[src/rtl/minutos_if.sv]
// Signal bundle between the minutes stage and its surroundings.
// The slave side is the minutes counter; the master side is whatever
// drives ticks/switches/buttons and observes the count and display.
// There is no valid/ready handshake here: tick_in is a one-cycle
// strobe, the switches and buttons are levels sampled every clock, and
// every output is a plain registered value.
interface minutos_if;
    logic       tick_in;
    logic       run_sw;
    logic       set_sw;
    logic       UP;
    logic       DOWN;
    logic       carry_out;
    logic [5:0] minuto;
    logic       armed;      // button edge qualifier, exposed for observation
    logic       a, b, c, d, e, f, g;
    logic       a1, b1, c1, d1, e1, f1, g1;

    modport slave (
        input  tick_in, run_sw, set_sw, UP, DOWN,
        output carry_out, minuto, armed,
        output a, b, c, d, e, f, g,
        output a1, b1, c1, d1, e1, f1, g1
    );

    modport master (
        output tick_in, run_sw, set_sw, UP, DOWN,
        input  carry_out, minuto, armed,
        input  a, b, c, d, e, f, g,
        input  a1, b1, c1, d1, e1, f1, g1
    );
endinterface

[src/rtl/minutos.sv]
// Minutes stage of the digital clock: counts 0..MODULO-1 on ticks from
// the seconds stage, pulses carry_out on rollover, can be stepped with
// UP/DOWN in set mode, and drives two registered active-low 7-seg digits.
module minutos #(
    parameter int MODULO = 60,
    parameter int INIT   = 0
) (
    input  logic     clock,
    input  logic     reset_n,
    minutos_if.slave bus
);

    typedef enum logic [1:0] {
        MODE_HOLD = 2'd0,
        MODE_RUN  = 2'd1,
        MODE_SET  = 2'd2
    } mode_t;

    // Digit to segments {a,b,c,d,e,f,g}, 0 = lit; anything above 9 is blank.
    function automatic logic [6:0] seg7(input logic [3:0] v);
        logic [6:0] s;
        case (v)
            4'd0:    s = 7'b0000001;
            4'd1:    s = 7'b1001111;
            4'd2:    s = 7'b0010010;
            4'd3:    s = 7'b0000110;
            4'd4:    s = 7'b1001100;
            4'd5:    s = 7'b0100100;
            4'd6:    s = 7'b0100000;
            4'd7:    s = 7'b0001111;
            4'd8:    s = 7'b0000000;
            4'd9:    s = 7'b0000100;
            default: s = 7'b1111111;
        endcase
        return s;
    endfunction

    localparam logic [5:0] MOD6       = 6'(MODULO);
    localparam logic [5:0] LAST6      = 6'(MODULO - 1);
    localparam logic [5:0] INIT6      = 6'(INIT);
    localparam logic [6:0] SEG_INIT_U = seg7(4'(INIT % 10));
    localparam logic [6:0] SEG_INIT_T = seg7(4'(INIT / 10));

    logic [5:0] r_minuto;
    logic       r_carry;
    logic       r_armed;
    logic [6:0] r_seg_u;
    logic [6:0] r_seg_t;

    mode_t      w_mode;
    logic [5:0] w_minuto_nxt;
    logic       w_carry_nxt;
    logic       w_armed_nxt;
    logic [3:0] w_units;
    logic [3:0] w_tens;

    // Decode the mode switches fresh every cycle; invalid combos mean hold.
    always_comb begin
        w_mode = MODE_HOLD;
        if (bus.run_sw && !bus.set_sw) begin
            w_mode = MODE_RUN;
        end else if (bus.set_sw && !bus.run_sw) begin
            w_mode = MODE_SET;
        end
    end

    // Next count, carry and arming; the out-of-range guard overrides all modes.
    always_comb begin
        w_minuto_nxt = r_minuto;
        w_carry_nxt  = 1'b0;
        w_armed_nxt  = r_armed;

        // Releasing both buttons re-arms stepping, whatever the mode.
        if (!bus.UP && !bus.DOWN) begin
            w_armed_nxt = 1'b1;
        end

        if (r_minuto >= MOD6) begin
            w_minuto_nxt = 6'd0;
        end else begin
            case (w_mode)
                MODE_RUN: begin
                    if (bus.tick_in) begin
                        if (r_minuto == LAST6) begin
                            w_minuto_nxt = 6'd0;
                            w_carry_nxt  = 1'b1;
                        end else begin
                            w_minuto_nxt = r_minuto + 6'd1;
                        end
                    end
                end
                MODE_SET: begin
                    // UP wins when both buttons arrive on the arming cycle.
                    if (r_armed && bus.UP) begin
                        w_minuto_nxt = (r_minuto == LAST6) ? 6'd0 : r_minuto + 6'd1;
                        w_armed_nxt  = 1'b0;
                    end else if (r_armed && bus.DOWN) begin
                        w_minuto_nxt = (r_minuto == 6'd0) ? LAST6 : r_minuto - 6'd1;
                        w_armed_nxt  = 1'b0;
                    end
                end
                default: begin
                end
            endcase
        end
    end

    // Count, carry and edge-qualifier registers.
    always_ff @(posedge clock or negedge reset_n) begin
        if (!reset_n) begin
            r_minuto <= INIT6;
            r_carry  <= 1'b0;
            r_armed  <= 1'b0;
        end else begin
            r_minuto <= w_minuto_nxt;
            r_carry  <= w_carry_nxt;
            r_armed  <= w_armed_nxt;
        end
    end

    assign w_units = 4'(r_minuto % 6'd10);
    assign w_tens  = 4'(r_minuto / 6'd10);

    // Display registers follow the count one cycle later.
    always_ff @(posedge clock or negedge reset_n) begin
        if (!reset_n) begin
            r_seg_u <= SEG_INIT_U;
            r_seg_t <= SEG_INIT_T;
        end else begin
            r_seg_u <= seg7(w_units);
            r_seg_t <= seg7(w_tens);
        end
    end

    assign bus.minuto    = r_minuto;
    assign bus.carry_out = r_carry;
    assign bus.armed     = r_armed;
    assign {bus.a, bus.b, bus.c, bus.d, bus.e, bus.f, bus.g}        = r_seg_u;
    assign {bus.a1, bus.b1, bus.c1, bus.d1, bus.e1, bus.f1, bus.g1} = r_seg_t;

endmodule

[src/flat_wrapper.sv]
// flat-port wrapper written by rule: the top's interface ports become plain ports
module minutos_flat 
#(
    parameter int MODULO = 60,
    parameter int INIT   = 0
)
  (clock, reset_n, bus_tick_in, bus_run_sw, bus_set_sw, bus_UP, bus_DOWN, bus_carry_out, bus_minuto, bus_armed, bus_a, bus_b, bus_c, bus_d, bus_e, bus_f, bus_g, bus_a1, bus_b1, bus_c1, bus_d1, bus_e1, bus_f1, bus_g1);
  minutos_if bus_i ();
  input  logic clock;
  input  logic reset_n;
  input wire logic [$bits(bus_i.tick_in)-1:0] bus_tick_in;
  input wire logic [$bits(bus_i.run_sw)-1:0] bus_run_sw;
  input wire logic [$bits(bus_i.set_sw)-1:0] bus_set_sw;
  input wire logic [$bits(bus_i.UP)-1:0] bus_UP;
  input wire logic [$bits(bus_i.DOWN)-1:0] bus_DOWN;
  output wire logic [$bits(bus_i.carry_out)-1:0] bus_carry_out;
  output wire logic [$bits(bus_i.minuto)-1:0] bus_minuto;
  output wire logic [$bits(bus_i.armed)-1:0] bus_armed;
  output wire logic [$bits(bus_i.a)-1:0] bus_a;
  output wire logic [$bits(bus_i.b)-1:0] bus_b;
  output wire logic [$bits(bus_i.c)-1:0] bus_c;
  output wire logic [$bits(bus_i.d)-1:0] bus_d;
  output wire logic [$bits(bus_i.e)-1:0] bus_e;
  output wire logic [$bits(bus_i.f)-1:0] bus_f;
  output wire logic [$bits(bus_i.g)-1:0] bus_g;
  output wire logic [$bits(bus_i.a1)-1:0] bus_a1;
  output wire logic [$bits(bus_i.b1)-1:0] bus_b1;
  output wire logic [$bits(bus_i.c1)-1:0] bus_c1;
  output wire logic [$bits(bus_i.d1)-1:0] bus_d1;
  output wire logic [$bits(bus_i.e1)-1:0] bus_e1;
  output wire logic [$bits(bus_i.f1)-1:0] bus_f1;
  output wire logic [$bits(bus_i.g1)-1:0] bus_g1;
  assign bus_i.tick_in = bus_tick_in;
  assign bus_i.run_sw = bus_run_sw;
  assign bus_i.set_sw = bus_set_sw;
  assign bus_i.UP = bus_UP;
  assign bus_i.DOWN = bus_DOWN;
  assign bus_carry_out = bus_i.carry_out;
  assign bus_minuto = bus_i.minuto;
  assign bus_armed = bus_i.armed;
  assign bus_a = bus_i.a;
  assign bus_b = bus_i.b;
  assign bus_c = bus_i.c;
  assign bus_d = bus_i.d;
  assign bus_e = bus_i.e;
  assign bus_f = bus_i.f;
  assign bus_g = bus_i.g;
  assign bus_a1 = bus_i.a1;
  assign bus_b1 = bus_i.b1;
  assign bus_c1 = bus_i.c1;
  assign bus_d1 = bus_i.d1;
  assign bus_e1 = bus_i.e1;
  assign bus_f1 = bus_i.f1;
  assign bus_g1 = bus_i.g1;
  minutos #(.MODULO(MODULO), .INIT(INIT)) u_core (.clock(clock), .reset_n(reset_n), .bus(bus_i));
endmodule
[config.mk]
export PLATFORM = sky130hd
export DESIGN_NAME = minutos_flat
export DESIGN_NICKNAME = d
export VERILOG_FILES = /design/src/rtl/minutos_if.sv /design/src/rtl/minutos.sv /design/src/flat_wrapper.sv
export SDC_FILE = /design/constraint.sdc
export NUM_CORES = 1
export LEC_CHECK = 0
export BUFFER_PORTS_ARGS = -buffer_cell sky130_fd_sc_hd__buf_2
export CORE_ASPECT_RATIO = 0.5
export CORE_UTILIZATION = 35
export CTS_BUF_LIST = sky130_fd_sc_hd__clkbuf_8
export DETAILED_ROUTE_END_ITERATION = 10
export PLACE_DENSITY = 0.62
export SLEW_MARGIN = 20
export SYNTH_ARGS = -nofsm -noshare
export SYNTH_HDL_FRONTEND = slang
export SYNTH_SLANG_ARGS = --single-unit
export TNS_END_PERCENT = 20
[constraint.sdc]
create_clock -name clock -period 6.4 [get_ports clock]
set_input_delay 1.28 -clock clock [delete_from_list [all_inputs] [get_ports clock]]
set_output_delay 1.28 -clock clock [all_outputs]
set_load 0.01 [all_outputs]
==> impl_metrics.ini, run 1 <==
[placement]
io_buffer_count = 28
dpl_cell_area_sq_mm = 0.00194
dp_hpwl_mm = 2.95
finalWeightedCongestion = 0.859

[critical_path]
arrival_ns = 4.05
r2r_setup_slack_ns = 2.52
worst_setup_path_end_kind = flop
worstPathRequired_ns = 6.57
worstPathMaxFanout = 22
worstSetupPathType = reg -> reg
startpoint_type = flop

[logic_synthesis]
synth_compound_area_frac = 0.272
synth_edf_count = 0
yosysWarnings = 0
yosysTopAreaCell = dfrtp_1
synth_cells = 204
yosysTopAreaCellShare = 0.281
synth-async-reset-ratio = 1.00
ys_ff_latch = 22
synth_top_family_by_area = compound AO/OA/AOI/OAI gates
synth.cell_area_sq_mm = 0.00178
syn_nets = 230
yosys-top-cells-area = dfrtp_1 (28%), ha_1 (13%), o21ai_0 (5.3%)
avgSynthCellArea_sq_um = 8.72
synth-xor-area-share = 0.0148
muxShareOfSynthArea = 0.00563
ys_seq_area_frac = 0.311
synth_adder_area_share = 0.134
synth_cell_types = 60
synth-main-ff-cell = dfrtp_1
synth-simple-area-share = 0.195

[final_layout]
most-common-layout-cells = buf_2 (28), dfrtp_1 (20), o21ai_0 (19), ha_1 (19), a21oi_1 (15)
layout_commonest_cell = buf_2
drive_above_1_share = 0.191
final_util = 0.434
finalNetCount = 252
final_area_sq_mm = 0.00201
num_antenna_cells = 0
area_growth_pct = 13.2

[clocking]
clock_sinks = 22
cts_tree = built
h-tree-depth = 1
path_clk_slew_ns = 0.09
cts_buffer_depth = 2
cts_resized = 0
cts_inserted_buffers = 3
hold_buffers = 0
postCtsSetupBuffers = 0
clock_latency_ns = 0.27
root_buffer = clkbuf_8

[routing]
wirelength_mm = 4.09
drt_iter0_markers = 151
ant_nets = 0
drc = 0
via_per_inst = 5.40
wire_per_inst_um = 14.1
vias = 1572
dr.pass1.iters = 4

[floorplanning]
io_pins = 29
chipWidth_um = 103
die_h_um = 52.4
start_util = 0.383
die_area_sq_mm = 0.00539
core_sq_mm = 0.00464
fp-row-count = 17

[grt]
grt_max_degree = 25
grt_remaining_overflow = 0
first_global_vias = 1371
antenna_found_initial = 0
grt_pass1_wl_mm = 6.73
grtUsageTotal = 0.166

[timing]
hold_viol = 0
grt_setup_unrepaired = no
min_period_ns = 3.88
setup_viol = 0
finalHoldWorstSlack_ns = 0.531
totalNegativeSetupSlack_ns = 0
relSlewSlack = 0.515
fin_crit_sh = 0.607
worst_slew_pin_slew_ns = 0.727
max_freq_ghz = 0.258
skew_ns = 0.00394
drv_slew = 0

[run]
drv_cap = 0

[min_path]
min-delay-path-class = reg -> reg

[outcome]
status = finished clean
[final cells by class]
class                   instances  area (sq um)
fillers                       465          2630
multi-input cells             156          1100
flip-flops and latches         22           553
repair buffers                 29           148
well taps                      66          82.6
inverters                      14          52.6
clock buffers                   3          41.3
clock inverters                 1          30.0
[metal layers]
metal / up-vias / global-route usage / wire length [um]
li1: 784 / - / -
met1: 730 / 0.226 / 2030
met2: 54 / 0.263 / 1770
met3: 4 / 0.0320 / 245
met4: 0 / 0.0587 / 50
met5: - / 0 / 0
[flip-flops by register name (all words and copies together), names as in the netlist]
register              cells
u_core.r_seg_t            7
u_core.r_seg_u            7
u_core.bus.minuto         6
u_core.bus.armed          1
u_core.bus.carry_out      1
[cells in the mapped netlist, drive strengths merged (2+ instances only)]
| master | number |
|---|---|
| clkbuf | 4 |
| a22o | 5 |
| o21ai | 20 |
| o31ai | 3 |
| inv | 14 |
| nor2 | 11 |
| nand3 | 14 |
| xnor2 | 2 |
| dfstp | 2 |
| o2111ai | 2 |
| o211ai | 3 |
| ha | 19 |
| a21oi | 15 |
| a21o | 2 |
| nor3 | 6 |
| buf | 8 |
| nand4b | 3 |
| or3b | 2 |
| and2 | 4 |
| dfrtp | 20 |
| nor2b | 2 |
| a32oi | 2 |
| nand2 | 12 |
| nand4 | 2 |
| and3 | 2 |
[kinds of logic (layout without fill, tap and decap cells)]
kind of cell    after synthesis  in the layout
fa+ha+maj                    19             19
xor+xnor                      3              3
flops                        22             22
compound gates               68             68
mux                           1              1
buf+inv                      26             47
simple gates                 65             65
[worst max-delay path, stage by stage, from the launching register on]
cell      delay (ns)
dfrtp_1         0.80
inv_1           0.25
ha_1            0.45
a21oi_1         0.10
o211ai_1        0.25
or4b_1          0.58
nor2_1          0.13
o21ai_0         0.14
inv_1           0.23
xnor2_1         0.18
ha_1            0.19
o21ai_0         0.09
a221o_1         0.28
o31a_1          0.10
[worst paths after layout]
path                                             startpoint                           to  cells after the start
max                        u_core.bus.minuto[3]$_DFFE_PN0P_  u_core.r_seg_u[2]$_DFF_PN0_                     13
min                              u_core.bus.armed$_DFF_PN0_   u_core.bus.armed$_DFF_PN0_                      2
max reg2reg                u_core.bus.minuto[3]$_DFFE_PN0P_  u_core.r_seg_u[2]$_DFF_PN0_                     13
min reg2reg                      u_core.bus.armed$_DFF_PN0_   u_core.bus.armed$_DFF_PN0_                      2
max in group asynchronous                           reset_n  u_core.r_seg_u[0]$_DFF_PN1_                      1
min in group asynchronous                           reset_n   u_core.bus.armed$_DFF_PN0_                      1
[per-stage QoR]
step | instances | setup WS, ns
6_report | 291 | 2.52
5_1_grt | 291 | 2.21
4_1_cts | 291 | 2.51
3_5_place_dp | 287 | 2.53
3_3_place_gp | 287 | 2.70
2_1_floorplan | 204 | 3.27
Power of run 1 is not shown: default switching activity piles up to over one toggle a cycle in this logic, so the estimate is an artifact.
==> run 2: changes to the inputs <==
PLACE_DENSITY = 0.64   (was 0.62)
clock period = 3.2 ns   (was 6.4 ns; I/O delays follow)
==> run 2 against run 1 <==
Against the previous run: critical path type unchanged; design area is 3.2% higher; utilization is 1.4 points higher; largest cell class unchanged; clock skew hardly changed.
==> impl_metrics.ini, run 2 (same netlist as run 1, synthesis figures left out) <==
[timing]
setup_viol = 0
worst_slew_pin_slew_ns = 0.596
grt_setup_unrepaired = no
min_period_ns = 2.98
hold_viol = 0
fin_crit_sh = 0.932
skew_ns = 0.00434
finalHoldWorstSlack_ns = 0.333
drv_slew = 0
max_freq_ghz = 0.335
setup_ws_ns = 0.219
totalNegativeSetupSlack_ns = 0
relSlewSlack = 0.601

[critical_path]
worstPathMaxFanout = 6
startpoint_type = flop
arrival_ns = 3.14
worstSetupPathType = reg -> reg
critical_path.startpoint = u_core.bus.minuto[3]$_DFFE_PN0P_
worstReg2RegStart = u_core.bus.minuto[3]$_DFFE_PN0P_
worst_setup_path_end_kind = flop
worstPathRequired_ns = 3.36

[grt]
grt_remaining_overflow = 0
antenna_found_initial = 0
grtUsageTotal = 0.173
grt_pass1_wl_mm = 7.18
first_global_vias = 1499
grt_max_degree = 23

[placement]
io_buffer_count = 28
finalWeightedCongestion = 0.865
dp_hpwl_mm = 3.10
pre_cts_ws_ns = 0.0996

[final_layout]
finalNetCount = 260
layout_commonest_cell = buf_2
area_growth_pct = 16.8
most-common-layout-cells = buf_2 (28), dfrtp_1 (20), o21ai_0 (18), ha_1 (17), a21oi_1 (15)
drive_above_1_share = 0.240
num_antenna_cells = 0

[min_path]
min-delay-path-class = in -> async

[floorplanning]
core_sq_mm = 0.00464
fp-row-count = 17
die_area_sq_mm = 0.00539
io_pins = 29
start_util = 0.383
die_h_um = 52.4
chipWidth_um = 103

[routing]
ant_nets = 0
drc = 0
via_per_inst = 5.40
wire_per_inst_um = 14.2
wirelength_mm = 4.24
drt_iter0_markers = 90
vias = 1616
dr.pass1.iters = 5

[clocking]
clock_sinks = 22
cts_inserted_buffers = 3
cts_buffer_depth = 2
path_clk_slew_ns = 0.08
clock_latency_ns = 0.27
hold_buffers = 0
h-tree-depth = 1
root_buffer = clkbuf_8
cts_tree = built

[outcome]
status = finished clean

[run]
drv_cap = 0
run 2: cell count changes in the layout (fill, tap and decap cells not counted):
cell     before  now
buf_4         1    9
ha_1         19   17
ha_2          0    2
inv_1        14   11
inv_2         0    3
o21ai_0      19   18
o21ai_1       1    2
run 2: worst max-delay path, stage by stage (launching register included):
cell	delay, ns
dfrtp_1	0.39
inv_2	0.11
ha_2	0.32
nand3b_1	0.12
a211oi_1	0.10
or4b_1	0.58
nor2_1	0.13
o21ai_1	0.13
inv_2	0.16
xnor2_1	0.16
ha_1	0.20
o21ai_0	0.08
a221o_1	0.27
o31a_1	0.11
run 2: stage by stage:
| step | instances | area (sq um) | util |
|---|---|---|---|
| CTS | 298 | 2060 | 0.445 |
| floorplan | 204 | 1780 | - |
| global route | 299 | 2080 | 0.448 |
| global placement | 294 | 1990 | 0.430 |
| finish | 299 | 2080 | 0.448 |
| detailed placement | 294 | 1990 | 0.430 |
run 2: worst paths after layout:
path | end | slack, ns | cells past startpoint
max in group asynchronous | u_core.r_seg_t[0]$_DFF_PN1_ | 2.50 | 1
max reg2reg | u_core.r_seg_u[2]$_DFF_PN0_ | 0.22 | 13
min in group clock | u_core.bus.armed$_DFF_PN0_ | 0.53 | 2
min | u_core.bus.carry_out$_DFF_PN0_ | 0.33 | 1
min reg2reg | u_core.bus.armed$_DFF_PN0_ | 0.53 | 2
max | u_core.r_seg_u[2]$_DFF_PN0_ | 0.22 | 13
run 2: cell type report:
type	count	area [sq um]
clock buffers	3	41.3
clock inverters	1	30.0
fillers	455	2560
inverters	14	52.6
multi-input cells	156	1110
flip-flops and latches	22	553
well taps	66	82.6
repair buffers	37	208
run 2: per-layer routing:
layer / vias up / GRT usage / part of all wire
li1: 805 / - / -
met5: - / 0 / 0
met4: 0 / 0.0282 / 0.0031
met1: 761 / 0.239 / 0.51
met3: 2 / 0.0387 / 0.053
met2: 48 / 0.281 / 0.44
run 2: timing repair:
action	4_1_cts	5_1_grt
setup endpoints to repair	0	7
setup buffers	0	1
gates resized for setup	0	6
Power of run 2 is left out for the same reason.
==> run 3: changes to the inputs <==
CTS_BUF_LIST = sky130_fd_sc_hd__clkbuf_16   (was sky130_fd_sc_hd__clkbuf_8)
==> run 3 against run 2 <==
Against the previous run: worst hold slack gained 0.014 ns; die area is the same; utilization grew 0.94 points; design area grew 2.1%; cell count grew 0.33%; non-clock buffer count grew 1; count of clock-buffer cells in the layout is the same; critical path type unchanged; critical endpoint unchanged.
==> impl_metrics.ini, run 3 (same netlist as run 1, synthesis figures left out) <==
[placement]
dp_hpwl_mm = 3.10
finalWeightedCongestion = 0.865
io_buffer_count = 28

[clocking]
cts_tree = built
cts_inserted_buffers = 3
root_buffer = clkbuf_16
path_clk_slew_ns = 0.06
cts_buffer_depth = 2
clock_latency_ns = 0.26
clock_sinks = 22
h-tree-depth = 1
hold_buffers = 0

[routing]
drt_iter0_markers = 74
via_per_inst = 5.34
wire_per_inst_um = 14.2
dr.pass1.iters = 4
wirelength_mm = 4.26
ant_nets = 0
drc = 0
vias = 1601

[timing]
max_freq_ghz = 0.335
drv_slew = 0
min_period_ns = 2.98
setup_viol = 0
grt_setup_unrepaired = no
skew_ns = 0.00287
relSlewSlack = 0.607
worst_slew_pin_slew_ns = 0.587
fin_crit_sh = 0.932
hold_viol = 0
totalNegativeSetupSlack_ns = 0

[critical_path]
worst_setup_path_end_kind = flop
worstPathRequired_ns = 3.34
worstPathMaxFanout = 6
arrival_ns = 3.13
worstSetupPathType = reg -> reg
startpoint_type = flop

[grt]
grt_remaining_overflow = 0
grt_pass1_wl_mm = 7.21
grtUsageTotal = 0.174
antenna_found_initial = 0
grt_max_degree = 23
first_global_vias = 1517

[floorplanning]
die_area_sq_mm = 0.00539
io_pins = 29
start_util = 0.383
core_sq_mm = 0.00464
chipWidth_um = 103
fp-row-count = 17
die_h_um = 52.4

[final_layout]
finalNetCount = 261
most-common-layout-cells = buf_2 (28), dfrtp_1 (20), o21ai_0 (18), ha_1 (16), a21oi_1 (15)
drive_above_1_share = 0.248
area_growth_pct = 19.3
layout_commonest_cell = buf_2
num_antenna_cells = 0

[min_path]
min-delay-path-class = in -> async

[outcome]
status = finished clean

[run]
drv_cap = 0
## run 3: final timing paths
path                                                   from                              to  slack (ns)  depth (start not counted)
max                        u_core.bus.minuto[3]$_DFFE_PN0P_     u_core.r_seg_u[2]$_DFF_PN0_        0.22                         13
min in group clock               u_core.bus.armed$_DFF_PN0_      u_core.bus.armed$_DFF_PN0_        0.53                          2
max reg2reg                u_core.bus.minuto[3]$_DFFE_PN0P_     u_core.r_seg_u[2]$_DFF_PN0_        0.22                         13
min reg2reg                      u_core.bus.armed$_DFF_PN0_      u_core.bus.armed$_DFF_PN0_        0.53                          2
min                                                 reset_n  u_core.bus.carry_out$_DFF_PN0_        0.35                          1
max in group asynchronous                           reset_n     u_core.r_seg_t[0]$_DFF_PN1_        2.49                          1
## run 3: critical path, cell delays in order, from the launching register on
cell and delay (ns):
dfrtp_1 0.38, inv_2 0.11, ha_2 0.32, nand3b_1 0.12, a211oi_1 0.11, or4b_1 0.58, nor2_1 0.13, o21ai_1 0.13
inv_2 0.16, xnor2_1 0.17, ha_2 0.22, o21ai_0 0.07, a221o_1 0.27, o31a_1 0.11
## run 3: area by class of cell
type | count | area (sq um)
multi-input cells | 156 | 1110
clock inverters | 1 | 30.0
well taps | 66 | 82.6
repair buffers | 38 | 215
fillers | 448 | 2520
flip-flops and latches | 22 | 553
inverters | 14 | 52.6
clock buffers | 3 | 75.1
## run 3: timing repair
action / 4_1_cts / 5_1_grt
buffers inserted: 0 / 2
resized for setup: 0 / 7
endpoints found under the setup margin: 0 / 7
## run 3: through the flow
| stage | cell area, sq um | instances | hold WS, ns | worst slack (ns) | utilization |
|---|---|---|---|---|---|
| after detailed placement | 1990 | 294 | 0.518 | 0.0996 | 0.430 |
| after global placement | 1990 | 294 | 0.498 | 0.226 | 0.430 |
| after global routing | 2120 | 300 | 0.390 | 0.0101 | 0.457 |
| after CTS | 2100 | 298 | 0.369 | 0.0658 | 0.453 |
| final | 2120 | 300 | 0.347 | 0.217 | 0.457 |
| after floorplan | 1780 | 204 | 0.344 | 0.0733 | - |
## run 3: metal layers
metal / track usage / routed length, um
met2: 0.279 / 1850
met5: 0 / 0
met1: 0.239 / 2100
met3: 0.0387 / 286
met4: 0.0352 / 12
Power of run 3 is left out for the same reason.
